--- src/rtl/uart_echo_fifo_if.sv ---
// UART echo bridge bus: receiver strobe/data in, transmitter request/data out,
// plus the mode/overflow control and status lines.
interface uart_echo_fifo_if #(
  parameter int DATA_W = 8,
  parameter int DEPTH  = 16
);
  logic                     rx_valid;
  logic [DATA_W-1:0]        rx_data;
  logic                     tx_busy;
  logic [1:0]               mode;
  logic                     ovf_clr;
  logic                     tx_req;
  logic [DATA_W-1:0]        tx_data;
  logic [$clog2(DEPTH):0]   fifo_count;
  logic                     overflow;

  // Environment side: receiver, transmitter status and host control
  modport master (
    output rx_valid, rx_data, tx_busy, mode, ovf_clr,
    input  tx_req, tx_data, fifo_count, overflow
  );

  // Bridge side
  modport slave (
    input  rx_valid, rx_data, tx_busy, mode, ovf_clr,
    output tx_req, tx_data, fifo_count, overflow
  );
endinterface

--- src/rtl/uart_echo_fifo.sv ---
// Buffered UART echo bridge: received bytes are queued in a FIFO and a small
// TX FSM pops them one at a time, applies the mode transform and drives a
// stretched transmit request so bursts survive a busy transmitter.
module uart_echo_fifo #(
  parameter int DATA_W     = 8,
  parameter int DEPTH      = 16,
  parameter int REQ_CYCLES = 3
) (
  input  logic             clk,
  input  logic             rst,
  uart_echo_fifo_if.slave  bus
);
  localparam int AW = $clog2(DEPTH);
  localparam int CW = $clog2(REQ_CYCLES + 1);

  localparam logic [1:0] IDLE = 2'd0;
  localparam logic [1:0] REQ  = 2'd1;
  localparam logic [1:0] WAIT = 2'd2;

  logic [DATA_W-1:0] mem [DEPTH];
  logic [AW-1:0]     wrPtr, rdPtr;
  logic [AW:0]       count;
  logic [1:0]        state;
  logic [CW-1:0]     reqCnt;
  logic [DATA_W-1:0] txData;
  logic              txReq;
  logic              ovf;

  logic              full, pop, push, drop;
  logic [DATA_W-1:0] popByte;

  // Byte transform applied at pop time; mode 11 never reaches here
  function automatic logic [DATA_W-1:0] xform(input logic [1:0] m,
                                              input logic [DATA_W-1:0] d);
    case (m)
      2'b01:   xform = d + DATA_W'(1);
      2'b10:   xform = ~d;
      default: xform = d;
    endcase
  endfunction

  // A pop frees a slot in the same cycle, so a write into a full FIFO is
  // still accepted when the FSM pops alongside it.
  assign full    = (count == (AW+1)'(DEPTH));
  assign pop     = (state == IDLE) && (count != '0) && !bus.tx_busy;
  assign push    = bus.rx_valid && (!full || pop);
  assign drop    = bus.rx_valid && full && !pop;
  assign popByte = mem[rdPtr];

  // FIFO storage, no reset needed: occupancy gates every read
  always_ff @(posedge clk) begin
    if (push) mem[wrPtr] <= bus.rx_data;
  end

  // Pointers and registered occupancy
  always_ff @(posedge clk or posedge rst) begin
    if (rst) begin
      wrPtr <= '0;
      rdPtr <= '0;
      count <= '0;
    end else begin
      if (push) wrPtr <= wrPtr + AW'(1);
      if (pop)  rdPtr <= rdPtr + AW'(1);
      case ({push, pop})
        2'b10:   count <= count + (AW+1)'(1);
        2'b01:   count <= count - (AW+1)'(1);
        default: ;
      endcase
    end
  end

  // Sticky overflow; a drop in the same cycle beats the clear
  always_ff @(posedge clk or posedge rst) begin
    if (rst)              ovf <= 1'b0;
    else if (drop)        ovf <= 1'b1;
    else if (bus.ovf_clr) ovf <= 1'b0;
  end

  // TX FSM: pop, hold tx_req for REQ_CYCLES, then wait for the transmitter
  always_ff @(posedge clk or posedge rst) begin
    if (rst) begin
      state  <= IDLE;
      reqCnt <= '0;
      txReq  <= 1'b0;
      txData <= '0;
    end else begin
      case (state)
        IDLE: begin
          if (pop && bus.mode != 2'b11) begin
            txData <= xform(bus.mode, popByte);
            txReq  <= 1'b1;
            reqCnt <= CW'(1);
            state  <= REQ;
          end
        end
        REQ: begin
          if (reqCnt == CW'(REQ_CYCLES)) begin
            txReq <= 1'b0;
            state <= WAIT;
          end else begin
            reqCnt <= reqCnt + CW'(1);
          end
        end
        WAIT: begin
          if (!bus.tx_busy) state <= IDLE;
        end
        default: state <= IDLE;
      endcase
    end
  end

  assign bus.tx_req     = txReq;
  assign bus.tx_data    = txData;
  assign bus.fifo_count = count;
  assign bus.overflow   = ovf;
endmodule

--- src/flat_wrapper.sv ---
// flat-port wrapper written by rule: the top's interface ports become plain ports
module uart_echo_fifo_flat 
#(
  parameter int DATA_W     = 8,
  parameter int DEPTH      = 16,
  parameter int REQ_CYCLES = 3
)
  (clk, rst, bus_rx_valid, bus_rx_data, bus_tx_busy, bus_mode, bus_ovf_clr, bus_tx_req, bus_tx_data, bus_fifo_count, bus_overflow);
  uart_echo_fifo_if #(.DATA_W(DATA_W), .DEPTH(DEPTH)) bus_i ();
  input  logic clk;
  input  logic rst;
  input wire logic [$bits(bus_i.rx_valid)-1:0] bus_rx_valid;
  input wire logic [$bits(bus_i.rx_data)-1:0] bus_rx_data;
  input wire logic [$bits(bus_i.tx_busy)-1:0] bus_tx_busy;
  input wire logic [$bits(bus_i.mode)-1:0] bus_mode;
  input wire logic [$bits(bus_i.ovf_clr)-1:0] bus_ovf_clr;
  output wire logic [$bits(bus_i.tx_req)-1:0] bus_tx_req;
  output wire logic [$bits(bus_i.tx_data)-1:0] bus_tx_data;
  output wire logic [$bits(bus_i.fifo_count)-1:0] bus_fifo_count;
  output wire logic [$bits(bus_i.overflow)-1:0] bus_overflow;
  assign bus_i.rx_valid = bus_rx_valid;
  assign bus_i.rx_data = bus_rx_data;
  assign bus_i.tx_busy = bus_tx_busy;
  assign bus_i.mode = bus_mode;
  assign bus_i.ovf_clr = bus_ovf_clr;
  assign bus_tx_req = bus_i.tx_req;
  assign bus_tx_data = bus_i.tx_data;
  assign bus_fifo_count = bus_i.fifo_count;
  assign bus_overflow = bus_i.overflow;
  uart_echo_fifo #(.DATA_W(DATA_W), .DEPTH(DEPTH), .REQ_CYCLES(REQ_CYCLES)) u_core (.clk(clk), .rst(rst), .bus(bus_i));
endmodule
--- config.mk ---
export PLATFORM = sky130hd
export DESIGN_NAME = uart_echo_fifo_flat
export DESIGN_NICKNAME = d
export VERILOG_FILES = /design/src/rtl/uart_echo_fifo_if.sv /design/src/rtl/uart_echo_fifo.sv /design/src/flat_wrapper.sv
export SDC_FILE = /design/constraint.sdc
export NUM_CORES = 1
export LEC_CHECK = 0
export ABC_AREA = 1
export BUFFER_PORTS_ARGS = -buffer_cell sky130_fd_sc_hd__buf_4
export CAP_MARGIN = 25
export CORE_MARGIN = 2
export CORE_UTILIZATION = 65
export DETAILED_ROUTE_END_ITERATION = 7
export HOLD_SLACK_MARGIN = 0.1
export MAX_ROUTING_LAYER = met4
export PLACE_DENSITY = 0.83
export SYNTH_ARGS = -nofsm -noshare
export SYNTH_HDL_FRONTEND = slang
export SYNTH_SLANG_ARGS = --single-unit
--- constraint.sdc ---
create_clock -name clk -period 3.68 [get_ports clk]
set_input_delay 0.368 -clock clk [delete_from_list [all_inputs] [get_ports clk]]
set_output_delay 0.368 -clock clk [all_outputs]
set_load 0.01 [all_outputs]
* Yosys cells after proc, flatten, opt, wreduce, memory -nomap -nowiden *
Memories as Yosys holds them, arrays and structs flattened.
Index checks and enable logic that the tools add are counted.

word-level totals
  bits in registers = 27
  memory bits (writable) = 128
  output and inout port bits = 15
  logic and storage cells = 63
  memories kept = 1

memories
  name        words  width  read ports  clocked after Yosys merged registers in  write ports  line                  RTL
  u_core.mem  16     8      1           0                                        1            uart_echo_fifo.sv:20  logic [DATA_W-1:0] mem [DEPTH];

operators by class
  add/sub/neg operators = 6
  eq/ne operators = 13
  mux-type cells = 15
  bitwise gates (word level) = 1
  reduce and logical (&&, ||, !) cells = 19

operator list
  cell                 number
  $pmux 8 s2           1
  $pmux 5 s2           1
  $reduce_and 3->1     3
  $add 4x1->4 const B  2
  $add 8x1->8 const B  1
  $eq 2x2->1 const B   4
  $mux 2               4
  $ne 2x2->1 const B   4
  $not 8->8            1
  $eq 2x1->1 const B   3
  $logic_and 1x1->1    6
  $mux 1               6
  $pmux 2 s3           1
  $reduce_bool 2->1    3
  $add 5x1->5 const B  1
  $eq 5x5->1 const B   1
  $reduce_bool 5->1    1
  $sub 5x1->5 const B  1
  $pmux 2 s2           1
  $logic_not 1->1      3
  $add 2x1->2 const B  1
  $logic_not 2->1      1
  $ne 2x1->1 const B   1
  $pmux 1 s2           1
  2 further kinds      2

* Logic depth before layout (Yosys ltp) *
  word-level depth = 7
  depth in mapped cells = 18
  depth with buffers taken out = 17

* Worst setup path after synthesis *
No wires, ideal clock.

  path kind = register -> register
  start point = reg u_core.state[1]
  end point = mem u_core.mem[11][0] (enable)
  setup time = 0.370 ns
  arrival = 1.603 ns
  slack = 1.707 ns
  stages on the path, launching flop included = 6
  buffers on the path = 0
  cell sequence = dfrtp_1 > nor3_1 > nand2_2 > a21oi_2 > nand2_1 > nor2_1

on the way
  word-level cells in the longest chain between the ends = 7

ends and longest elaborated chain
  what                            line                  RTL
  start, declared                 uart_echo_fifo.sv:23  logic [1:0] state;
  start signal, assigned          uart_echo_fifo.sv:82  state <= IDLE;
  start signal, assigned          uart_echo_fifo.sv:93  state <= REQ;
  start signal, assigned          uart_echo_fifo.sv:99  state <= WAIT;
  $logic_not 2->1                 uart_echo_fifo.sv:45  assign pop = (state == IDLE) && (count != '0) && !bus.tx_busy;
  $logic_and 1x1->1 (2 in a row)  uart_echo_fifo.sv:45
  $logic_or 1x1->1                uart_echo_fifo.sv:46  assign push = bus.rx_valid && (!full || pop);
  $logic_and 1x1->1               uart_echo_fifo.sv:46
  $mux 1                          uart_echo_fifo.sv:52  if (push) mem[wrPtr] <= bus.rx_data;
  $mux 1 (implied by the code)    uart_echo_fifo.sv:52
  end, declared                   uart_echo_fifo.sv:20

Every way passes these cells.

* Worst setup path after layout *
  start point = reg u_core.rdPtr[0]
  end point = reg u_core.txData[6], in the netlist u_core.bus.tx_data[6]

on the way
  word-level cells in the longest chain between the ends = 3

ends and longest elaborated chain
  what                                      line                                        RTL
  start, declared                           uart_echo_fifo.sv:21                        logic [AW-1:0] wrPtr, rdPtr;
  start signal, assigned                    uart_echo_fifo.sv:63                        if (pop) rdPtr <= rdPtr + AW'(1);
  $mem_v2 16x8 (*)                          -
  $add 8x1->8 or $not 8->8 (tied branches)  uart_echo_fifo.sv:36, uart_echo_fifo.sv:37
  $pmux 8 s2 (*)                            uart_echo_fifo.sv:35                        case (m)
  end signal, assigned                      uart_echo_fifo.sv:90                        txData <= xform(bus.mode, popByte);
  end, declared                             uart_echo_fifo.sv:25                        logic [DATA_W-1:0] txData;

Every way passes the cells marked *; elsewhere a longest branch is shown, timed or not.
A chain may end at the register's enable or synchronous reset.

==> flow_metrics.env <==
export IMPL_outcome="finished, final reports clean"
export IMPL_final_antenna_net_count=0
export IMPL_rsz0062_at_grt="false"
export IMPL_totalWireLength_um=16270
export IMPL_insertion_delay_ns=0.54
export IMPL_drt_initial_drc_count=785
export IMPL_synth_commonest_cells="nand2_1, edfxtp_1, nand3_1"
export IMPL_die_y_um=108.7
export IMPL_fmax_mhz=371.8
export IMPL_fp_dieW_um=108.7
export IMPL_vias=5153
export IMPL_ys_top_cells_by_area="edfxtp_1, nand2_1, dfrtp_1"
export IMPL_root_buffer="clkbuf_8"
export IMPL_setup_viol=0
export IMPL_final_cells=898
export IMPL_utilization_pct=74.22
export IMPL_diodes=0
export IMPL_initial_core_util_pct=66.26
export IMPL_grt_pass1_wl_um=25250
export IMPL_final_area_sq_um=7975
export IMPL_crit_path_cell_trace="buf_4 > nand2_1 > nand2_1 > nand2_1 > nand3_1 > nand3_1 > nand2_2 > ha_1 > nand2_1 > nor2_2 > nand3_1 > nand3_1 > nand2_1 > nand2_1 > nand2_1"
export IMPL_clockBufferDepth=2
export IMPL_dieArea_sq_um=11810
export IMPL_drt_vias_per_instance=5.738
export IMPL_htree_levels=4
export IMPL_use_met2_pct=49.42
export IMPL_synth_top_cell_area_share_pct=53.99
export IMPL_synth_simple_area_share_pct=22.00
export IMPL_ys_seq_elements=155
export IMPL_crit_type="register to register"
export IMPL_drc=0
export IMPL_cap_violations=0
export IMPL_cp_arrival_ns=3.12
export IMPL_start_kind="register"
export IMPL_avgSynthCellArea_sq_um=9.971
export IMPL_grt_pass1_vias=4994
export IMPL_grt_max_degree=64
export IMPL_synth_fp_nets=741
export IMPL_nNetsFinal=772
export IMPL_finalCritPeriodShare_pct=73.08
export IMPL_leakage_nw=3.495
export IMPL_fin_tns_setup_ns=0
export IMPL_use_met3_pct=6.814
export IMPL_critPathTopFamily="simple AND/OR/NAND/NOR gates"
export IMPL_layout_drive_gt1_share_pct=11.08
export IMPL_grt_ovfl_total=0
export IMPL_grt_usage_pct=30.25
export IMPL_post_drt_wl_per_cell_um=18.12
export IMPL_dpl_cell_area_sq_um=7370
export IMPL_ys_async_sr_fraction_pct=17.42
export IMPL_synthXorXnorAreaFrac_pct=1.230
export IMPL_place_inst=862
export IMPL_hold_violations=0
export IMPL_period_needed_ns=2.689
export IMPL_worst_path_buf_inv=1
export IMPL_synthMuxAreaShare_pct=0
export IMPL_yosysUniqueCellTypes=31
export IMPL_cts_tree="built"
export IMPL_crit_path_frequent_cell="nand2_1"
export IMPL_slowest_stage="dfrtp_2"
export IMPL_cts_made_buffers=17
export IMPL_syn2layout_area_growth_pct=12.02
export IMPL_total_power_mw=6.439
export IMPL_grt_use_met1_pct=36.96
export IMPL_synth_compound_area_share_pct=3.374
export IMPL_dp_hpwl_um=9844
export IMPL_cp_slowest_stage_delay_ns=0.70
export IMPL_yosysMostFrequentCell="nand2_1"
export IMPL_cts_sinks=155
export IMPL_max_slew_margin_pct=43.75
export IMPL_yosysSeqAreaShare_pct=63.48
export IMPL_powerDensity_nw_per_um2=807.4
export IMPL_synth_fa_ha_area_share_pct=2.109
export IMPL_routabilityCongestion=0.9042
export IMPL_hold_class="input port to register"
export IMPL_yosysTopAreaCell="edfxtp_1"
export IMPL_path_max_fanout=43
export IMPL_synth_top_family_by_area="simple AND/OR/NAND/NOR gates"
export IMPL_syn_area_sq_um=7119
export IMPL_synth_edf_count=128
export IMPL_yosysWarnings=0
export IMPL_port_buffers=29
export IMPL_worst_slew_pin_transition_ns=0.8407
export IMPL_drv_slew=0
export IMPL_first_pass_iters=6
export IMPL_clk_pin_slew_ns=0.07
export IMPL_rows=38
export IMPL_crit_path_end_kind="register"
export IMPL_io_pins=30
export IMPL_ys_flop_type="edfxtp_1"
export IMPL_core_sq_um=10750
export IMPL_peakVddDrop_mv=0.5858
export IMPL_post_cts_resized=0
export IMPL_worst_clock_skew_ns=0.01046
export IMPL_netlist_instances=714
export IMPL_required_ns=4.11
export IMPL_antenna_found_initial=0
export IMPL_grt_busiest_layer="met2"
==> registers in the layout, summed over array words and instances (netlist names) <==
name                   cells
u_core.bus.tx_data         8
u_core.bus.fifo_count      5
u_core.reqCnt              2
u_core.bus.tx_req          1
u_core.mem               128
u_core.bus.overflow        1
u_core.rdPtr               4
u_core.wrPtr               4
u_core.state               2
==> stage by stage <==
stage / hold slack [ns] / worst slack [ns]
floorplan: 0.4207 / 1.707
global placement: 0.4667 / 1.160
detailed placement: 0.4706 / 1.075
CTS: 0.1509 / 1.048
global route: 0.1556 / 0.7913
finish: 0.1704 / 0.9907
==> final timing paths <==
path                                        from                     to  slack [ns]  depth (start not counted)
min reg2reg                u_core.bus.tx_data[5]  u_core.bus.tx_data[5]        0.49                          2
max                              u_core.rdPtr[0]  u_core.bus.tx_data[6]        0.99                         15
max reg2reg                      u_core.rdPtr[0]  u_core.bus.tx_data[6]        0.99                         15
max in group asynchronous                    rst  u_core.bus.tx_data[3]        2.68                          4
min in group asynchronous                    rst    u_core.bus.overflow        0.49                          3
min                               bus_rx_data[7]       u_core.mem[8][7]        0.17                          1
==> logic make-up (layout without fill, tap and decap cells) <==
logic type | after synthesis | after routing
AOI/OAI and AO/OA | 42 | 42
DFF | 155 | 155
buffers and inverters | 120 | 164
and+or+nand+nor | 375 | 375
xor gates and xnor gates | 10 | 10
adders and majority gates | 12 | 12
==> area by class of cell <==
type,count,area [sq um]
clock buffers,18,417.9
clock inverters,14,147.6
fillers,720,2770
inverters,95,361.6
multi-input cells,439,2044
flip-flops and latches,155,4521
well taps,140,175.2
repair buffers,37,307.8
==> layout by cell type (no fill, tap or decap), drive strengths merged <==
master / instances
nand2: 239
edfxtp: 128
inv: 95
nand3: 92
nor2: 37
buf: 33
dfrtp: 27
o21ai: 22
clkbuf: 18
ha: 12
a21oi: 11
clkinv: 10
xor2: 9
nand4: 6
dlygate4sd3: 4
o211ai: 4
bufinv: 2
clkinvlp: 2
nor3: 1
o22ai: 1
a31oi: 1
xnor2: 1
o31ai: 1
o21a: 1
a2bb2oi: 1
==> routing by layer <==
layer / vias up / share of wire (%)
met1: 2430 / 38
li1: 2401 / -
met2: 276 / 51
met4: 0 / 2.4
met3: 46 / 8.5
met5: - / 0
==> where the power goes <==
part	switching [mW]	internal (mW)	leakage, nW
logic	1.64	0.738	1.74
registers	0.203	2.19	1.48
clock network	0.703	0.966	0.275
total	2.55	3.89	3.49
==> timing repair <==
| item | 4_1_cts | 5_1_grt |
|---|---|---|
| hold endpoints to repair | 15 | 0 |
| buffers inserted | 0 | 0 |
| hold buffers | 4 | 0 |
(Power assumes the default switching activity.)
